===== config.mk =====
export PLATFORM = sky130hd
export DESIGN_NAME = rf_sync_deframer
export DESIGN_NICKNAME = d
export VERILOG_FILES = /design/src/rtl/rf_sync_deframer.sv
export SDC_FILE = /design/constraint.sdc
export NUM_CORES = 1
export LEC_CHECK = 0
export CAP_MARGIN = 20
export CORE_MARGIN = 2
export CORE_UTILIZATION = 30
export CTS_BUF_LIST = sky130_fd_sc_hd__clkbuf_4
export DETAILED_ROUTE_END_ITERATION = 10
export GPL_TIMING_DRIVEN = 1
export PLACE_DENSITY = 0.56
export SETUP_SLACK_MARGIN = 0.5
export SYNTH_ARGS = -nofsm -noshare
export SYNTH_HDL_FRONTEND = slang
export SYNTH_SLANG_ARGS = --single-unit

===== constraint.sdc =====
create_clock -name i_PCLK -period 6.2 [get_ports i_PCLK]
set_input_delay 0.62 -clock i_PCLK [delete_from_list [all_inputs] [get_ports i_PCLK]]
set_output_delay 0.62 -clock i_PCLK [all_outputs]
set_load 0.02 [all_outputs]

===== src/rtl/rf_sync_deframer.sv =====
// Pulse-position RF bit recovery with slot tracking, followed by a 64-bit
// sync-pattern framer that hands matched packets to the RX register path.
module rf_sync_deframer #(
    parameter int          CLK_PER_BIT = 10000,
    parameter int          WIN_HALF    = 1500,
    parameter int          MAX_ZEROS   = 16,
    parameter logic [63:0] SYNC_MASK   = 64'h7C00_001F_0000_01FF,
    parameter logic [63:0] SYNC_VAL    = 64'h7C00_001F_0000_01FF
) (
    input  logic        i_PCLK,
    input  logic        i_PRESET,
    input  logic        rfin,
    output logic        o_BIT_VLD,
    output logic        o_BIT,
    output logic        o_LOCK,
    output logic [63:0] o_PKT,
    output logic        o_PKT_REC
);
    localparam int TW = $clog2(CLK_PER_BIT + WIN_HALF + 1);
    localparam int ZW = $clog2(MAX_ZEROS + 1);
    localparam logic [TW-1:0] T_LO      = TW'(CLK_PER_BIT - WIN_HALF);
    localparam logic [TW-1:0] T_HI      = TW'(CLK_PER_BIT + WIN_HALF);
    localparam logic [TW-1:0] T_AFTER_0 = TW'(WIN_HALF);
    localparam logic [ZW-1:0] Z_LAST    = ZW'(MAX_ZEROS - 1);
    localparam logic [6:0]    CNT_FULL  = 7'd64;

    typedef enum logic {IDLE, TRACK} state_t;

    state_t          state_q, state_d;
    logic            rf_meta_q, rf_sync_q, rf_prev_q;
    logic [TW-1:0]   t_q, t_d;
    logic [ZW-1:0]   zcnt_q, zcnt_d;
    logic [63:0]     sr_q, sr_d;
    logic [6:0]      cnt_q, cnt_d, cnt_base;
    logic            bit_vld_q, bit_vld_d, bit_q, bit_d;
    logic [63:0]     pkt_q, pkt_d;
    logic            pkt_rec_q, pkt_rec_d;
    logic            rf_edge, in_win, match, decide, dbit, drop;

    assign rf_edge = rf_sync_q & ~rf_prev_q;
    assign in_win  = (t_q >= T_LO) && (t_q <= T_HI);
    // The match looks at sr only in the cycle right after a bit was shifted in.
    assign match   = bit_vld_q && (cnt_q == CNT_FULL) &&
                     ((sr_q & SYNC_MASK) == (SYNC_VAL & SYNC_MASK));

    always_comb begin
        state_d   = state_q;
        t_d       = t_q;
        zcnt_d    = zcnt_q;
        sr_d      = sr_q;
        cnt_d     = cnt_q;
        bit_vld_d = 1'b0;
        bit_d     = 1'b0;
        pkt_d     = pkt_q;
        pkt_rec_d = 1'b0;
        decide    = 1'b0;
        dbit      = 1'b0;
        drop      = 1'b0;

        if (match) begin
            pkt_d     = sr_q;
            pkt_rec_d = 1'b1;
            cnt_d     = '0;
        end
        cnt_base = match ? '0 : cnt_q;

        case (state_q)
            IDLE: begin
                if (rf_edge) begin
                    decide  = 1'b1;
                    dbit    = 1'b1;
                    t_d     = '0;
                    zcnt_d  = '0;
                    state_d = TRACK;
                end
            end
            TRACK: begin
                t_d = t_q + TW'(1);
                // An in-window edge outranks a timeout landing in the same cycle.
                if (rf_edge && in_win) begin
                    decide = 1'b1;
                    dbit   = 1'b1;
                    t_d    = '0;
                    zcnt_d = '0;
                end else if (t_q == T_HI) begin
                    decide = 1'b1;
                    t_d    = T_AFTER_0;
                    zcnt_d = zcnt_q + ZW'(1);
                    if (zcnt_q == Z_LAST) begin
                        drop    = 1'b1;
                        state_d = IDLE;
                    end
                end
            end
            default: state_d = IDLE;
        endcase

        if (decide) begin
            bit_vld_d = 1'b1;
            bit_d     = dbit;
            sr_d      = {sr_q[62:0], dbit};
            cnt_d     = (cnt_base == CNT_FULL) ? CNT_FULL : cnt_base + 7'd1;
        end
        if (drop) begin
            cnt_d = '0;
        end
    end

    always_ff @(posedge i_PCLK or posedge i_PRESET) begin
        if (i_PRESET) begin
            rf_meta_q <= 1'b0;
            rf_sync_q <= 1'b0;
            rf_prev_q <= 1'b0;
            state_q   <= IDLE;
            t_q       <= '0;
            zcnt_q    <= '0;
            sr_q      <= '0;
            cnt_q     <= '0;
            bit_vld_q <= 1'b0;
            bit_q     <= 1'b0;
            pkt_q     <= '0;
            pkt_rec_q <= 1'b0;
        end else begin
            rf_meta_q <= rfin;
            rf_sync_q <= rf_meta_q;
            rf_prev_q <= rf_sync_q;
            state_q   <= state_d;
            t_q       <= t_d;
            zcnt_q    <= zcnt_d;
            sr_q      <= sr_d;
            cnt_q     <= cnt_d;
            bit_vld_q <= bit_vld_d;
            bit_q     <= bit_d;
            pkt_q     <= pkt_d;
            pkt_rec_q <= pkt_rec_d;
        end
    end

    assign o_BIT_VLD = bit_vld_q;
    assign o_BIT     = bit_q;
    assign o_LOCK    = (state_q == TRACK);
    assign o_PKT     = pkt_q;
    assign o_PKT_REC = pkt_rec_q;

endmodule


* Yosys cells after proc, flatten, opt, wreduce, memory -nomap -nowiden
Cells that the tools add are included.
Cells by class: reductions and logical operators 5, $lt $le $gt $ge 2, bitwise gates (word level) 3, $add $sub $neg 3, eq/ne operators 7, mux-type cells 29
Operator list (number):
- $mux 14 | 3
- $mux 7 | 4
- $pmux 14 s2 | 1
- $eq 19x19->1 const B | 1
- $mux 5 | 3
- $add 14x1->14 const B | 1
- $eq 14x14->1 const B | 1
- $eq 7x7->1 const B | 2
- $ge 14x14->1 const B | 1
- $le 14x14->1 const B | 1
- $mux 1 | 14
- $pmux 5 s2 | 1
- $add 7x1->7 const B | 1
- $pmux 1 s2 | 3
- $add 5x1->5 const B | 1
- $eq 5x4->1 const B | 1
- $logic_and 1x1->1 | 4
- $ne 3x1->1 const B | 1
- $ne 2x2->1 const B | 1
- $not 1->1 | 2
- $reduce_and 2->1 | 1
- $and 1x1->1 | 1
Storage, ports and cells: output and inout bits 68, input port bits 3, logic and storage cells 61, flip-flop bits (word level) 161

* Depth between registers and ports, before layout
depth in word-level cells 8, gate-level depth with buffers 9, gate-level depth less buffers 8

* Worst setup path after synthesis
Ideal clock, no wire load.
kind register -> register, start point register t_q[12], end point register sr_q[10], arrival time 2.243 ns, buffers on the path 2, cell stages (with the launch flop) 8, clock period less this slack 2.371 ns, library setup time 0.127 ns, slack 3.829 ns, data required time 6.073 ns, path through dfrtp_1 > nand4bb_1 > or4b_1 > a311o_1 > nand2_1 > buf_6 > buf_6 > mux2_1
Between the ends: longest elaborated chain between the ends 5, elaborated cells on any way between the ends 8, classes of those cells 2 x order compare; 1 x eq/ne; 3 x mux; 2 x reduce/logical
Ends and longest elaborated chain:
- start, declared | line 31 | logic [TW-1:0] t_q, t_d;
- start signal, assigned | line 128 | t_q <= t_d;
- $ge 14x14->1 or $le 14x14->1 (tied branches) | line 41 | assign in_win = (t_q >= T_LO) && (t_q <= T_HI);
- $logic_and 1x1->1 | line 41
- $logic_and 1x1->1 | line 80 | if (rf_edge && in_win) begin
- $mux 1 (*) | line 80
- $pmux 1 s2 (*) | line 67 | case (state_q)
- end signal, assigned | line 130 | sr_q <= sr_d;
- end, declared | line 33 | logic [63:0] sr_q, sr_d;
Mark *: on every way between the ends. The rest lies on a longest branch, timed or not. A chain may end at the register's enable or synchronous reset.

* Final worst setup path
start point register t_q[12], end point register zcnt_q[4]
Between the ends: longest elaborated chain between the ends 5, elaborated cells on any way between the ends 9, classes of those cells 2 x order compare; 2 x eq/ne; 2 x mux; 3 x reduce/logical
Ends and longest elaborated chain:
- $ge 14x14->1 or $le 14x14->1 (tied branches) | line 41
- $logic_and 1x1->1 | line 41
- $logic_and 1x1->1 | line 80
- $mux 5 or $ne 3x1->1 (tied branches)
- $pmux 5 s2 or $reduce_and 2->1 (tied branches)
- end signal, assigned | line 129 | zcnt_q <= zcnt_d;
- end, declared | line 32 | logic [ZW-1:0] zcnt_q, zcnt_d;
Several ways; a longest one is shown, not always the timed one.

==> impl_summary.log <==
[metrics] most used flip-flop cell after synthesis: sky130_fd_sc_hd__dfrtp_1
[metrics] Ports: 71
[metrics] total number of placement rows: 54
[metrics] depth of the worst register-to-register path: 6
[metrics] core area: 0.0218 mm²
[metrics] Synth Net Count: 502
[metrics] number of global-route vias before repair: 4169
[metrics] worst-case hold slack: 0.348 ns
[metrics] buffer levels on the longest clock path: 2
[metrics] Final nets: 569
[metrics] Post-CTS Repair Setup Buffers: 0
[metrics] cell area after layout: 0.00791 mm²
[metrics] endpoint of the most critical register-to-register path: zcnt_q[4]
[metrics] drc violations: 0
[metrics] top cells by area in the synthesized netlist: sky130_fd_sc_hd__dfrtp_1 (61%), sky130_fd_sc_hd__mux2_2 (12%), sky130_fd_sc_hd__mux2_1 (6.3%)
[metrics] maximum vdd ir drop: 0.0971 mV
[metrics] power density over the cells: 239 mW/mm²
[metrics] cell taking the most area after synthesis: sky130_fd_sc_hd__dfrtp_1
[metrics] transition time of the tightest slew-check pin: 0.869 ns
[metrics] critical path type: reg -> reg
[metrics] synthesized netlist cell count: 493
[metrics] DR vias/cell: 4.74
[metrics] Setup TNS Final: 0 ns
[metrics] biggest fanout along the worst timing path: 66
[metrics] overall die area: 0.0233 mm²
[metrics] combined area of all synthesized cells: 0.00663 mm²
[metrics] flop and latch count out of synthesis: 161
[metrics] remaining number of nets flagged by the antenna check after routing: 0
[metrics] # placed instances: 819
[metrics] portion of the post-synthesis area used by sequential elements: 60.8%
[metrics] detailed-route wire length per cell: 14.8 µm
[metrics] initial antenna violation count: 1
[metrics] flop-to-flop setup slack: 2.95 ns
[metrics] clock-pin transition on the worst setup and hold timing paths: 0.14 ns
[metrics] clk sink count: 161
[metrics] unrepaired setup endpoints after global routing: false
[metrics] Skew-Pair Late Insertion Delay: 0.53 ns
[metrics] # Max-Cap Violations: 0
[metrics] final weighted congestion in routability-driven placement: 0.793
[metrics] final worst-path cycle share: 52.5%
[metrics] launching point of the worst reg2reg path: t_q[12]
[metrics] htree depth: 4
[metrics] pin count of the biggest net entering global routing: 113
[metrics] status: finished, final reports clean
[metrics] critical path capture point type: flip-flop
[metrics] first-iteration detailed-routing DRC count: 274
[metrics] commonest cells in the netlist: sky130_fd_sc_hd__dfrtp_1 (161), sky130_fd_sc_hd__mux2_2 (71), sky130_fd_sc_hd__mux2_1 (37)
[metrics] number of hold violations in the final report: 0
[metrics] number of enable-type register cells in the synthesized netlist: 0
[metrics] minimum clock period after layout: 3.25 ns
[metrics] hold-fix buffer count after cts: 0
[metrics] die span in x: 153 µm
[metrics] final setup violation count: 0
[metrics] final instance count without filler cells: 854
[metrics] count of warnings emitted by yosys: 0
[metrics] router iterations before antenna repair: 5
[metrics] fraction of final layout cells with drive strength greater than 1: 20.9%
[metrics] CTS tree: done
[metrics] grt total ovfl: 0
[metrics] final worst clock skew: 0.0225 ns
[metrics] detailed-route via count: 4045
[metrics] area growth from synthesis to final layout: 19.3%
[metrics] # port buffers: 70
[metrics] path type of the worst min-delay path: in -> async
[metrics] starting density of the core: 30.5%
[metrics] wire length of the first global-routing pass: 21.5 mm
[metrics] wire length after detailed routing: 12.6 mm
[metrics] Avg Cell Area, Syn: 13.4 µm²
[metrics] share of the synthesized area in the top cell type: 60.8%
[metrics] total track usage: 11.3%
[metrics] Resize count post-CTS: 0
[metrics] number of unique standard cell types used by synthesis: 56
[metrics] post-detailed-placement cell area: 0.00758 mm²
[metrics] headroom to the max-slew limit: 42.1%
[metrics] maximum operating frequency: 0.307 GHz
[metrics] most common cell in the synthesized netlist: sky130_fd_sc_hd__dfrtp_1
[metrics] half-perimeter wire length after detailed placement: 8.04 mm
[metrics] worst endpoint required time: 6.63 ns
[metrics] share of async-settable or async-resettable flops after synthesis: 100%
[metrics] static power due to leakage: 3.83 nW
[metrics] kind of start point of the critical path: flip-flop
[metrics] number of pins exceeding their max-slew limit in the final report: 0
[metrics] clock buffers created by TritonCTS: 17
[metrics] clk root buf: sky130_fd_sc_hd__clkbuf_4
[metrics] die height: 153 µm
[metrics] arrival time worst endpoint: 3.68 ns
[cell families after synthesis]
logic type,after synthesis,synth area share [%]
AOI/OAI and AO/OA,60,6.51
xor gates and xnor gates,4,0.528
and+or+nand+nor,108,9.02
buffers and inverters,43,3.09
muxes,111,18.9
DFF,161,60.8
adders and majority gates,6,1.13
[layout make-up]
type / count / area [µm²]
diodes: 1 / 2.50
clock buffers: 18 / 135
repair buffers: 77 / 781
flip-flops and latches: 161 / 4030
well taps: 280 / 350
fillers: 2131 / 13800
multi-input cells: 289 / 2410
inverters: 14 / 57.6
clock inverters: 14 / 150
[where the power goes]
part / leakage [nW] / switching (mW) / total [mW] / internal, mW
Combinational: 1.47 / 0.0661 / 0.123 / 0.0565
Sequential: 2.21 / 0.0588 / 1.15 / 1.09
Clock: 0.146 / 0.401 / 0.619 / 0.218
[worst max-delay path, stage by stage, from the launching register on]
cell                        delay [ns]
sky130_fd_sc_hd__dfrtp_1          0.47
sky130_fd_sc_hd__nand4bb_1        0.27
sky130_fd_sc_hd__or4b_1           0.61
sky130_fd_sc_hd__a311o_1          0.51
sky130_fd_sc_hd__nand2_4          0.71
sky130_fd_sc_hd__inv_2            0.21
sky130_fd_sc_hd__mux2_4           0.35
[sequential cells by signal (all words and copies together), names as in the netlist]
| signal | count |
|---|---|
| rf_sync_q | 1 |
| o_PKT | 64 |
| rf_prev_q | 1 |
| o_LOCK | 1 |
| rf_meta_q | 1 |
| o_BIT | 1 |
| zcnt_q | 5 |
| sr_q | 64 |
| t_q | 14 |
| o_BIT_VLD | 1 |
| o_PKT_REC | 1 |
| cnt_q | 7 |
[layer usage]
| layer | GRT usage, % | part of all wire (%) |
|---|---|---|
| met1 | 15.5 | 48 |
| met2 | 17.5 | 47 |
| met3 | 3.19 | 4.1 |
| met4 | 3.35 | 1.2 |
| met5 | 0 | 0 |
[cell usage in the layout, fill, tap and decap left out, drive strengths merged, types with 2 or more instances in the layout]
master and n:
a22o 2, clkinvlp 3, a21oi 8, and3 2, or3 2, nand3 11, and2 2, o31ai 2
o21ai 11, xnor2 3, a31oi 2, nand3b 2, nor2 16, clkinv 4, or4 2, and4 2
nor3 5, inv 20, a311oi 5, nand4 10, a21o 4, ha 6, or2 3, nand4bb 2
clkbuf 18, buf 7, nand2b 21, a22oi 4, nand2 20, dfrtp 161, nor4 5, a221o 3
a211oi 7, clkdlybuf4s50 70, mux2 110
[worst max path at each step]
| stage | end | from |
|---|---|---|
| final | zcnt_q[4] | t_q[12] |
| after global routing | zcnt_q[4] | t_q[12] |
| after CTS | zcnt_q[4] | t_q[12] |
| after detailed placement | sr_q[54] | t_q[12] |
| after global placement | zcnt_q[4] | t_q[12] |
| after floorplan | cnt_q[0] | i_PRESET |
[stage by stage]
| step | utilization, % | total power [mW] | worst slack [ns] |
|---|---|---|---|
| finish | 36.4 | 1.89 | 2.95 |
| floorplan | - | 1.26 | 1.23 |
| CTS | 36.2 | 1.93 | 2.93 |
| global placement | 34.8 | 1.28 | 3.05 |
| global route | 36.4 | 2.00 | 2.73 |
| detailed placement | 34.8 | 1.29 | 2.95 |
No activity file was read; power rests on OpenSTA's default activity.
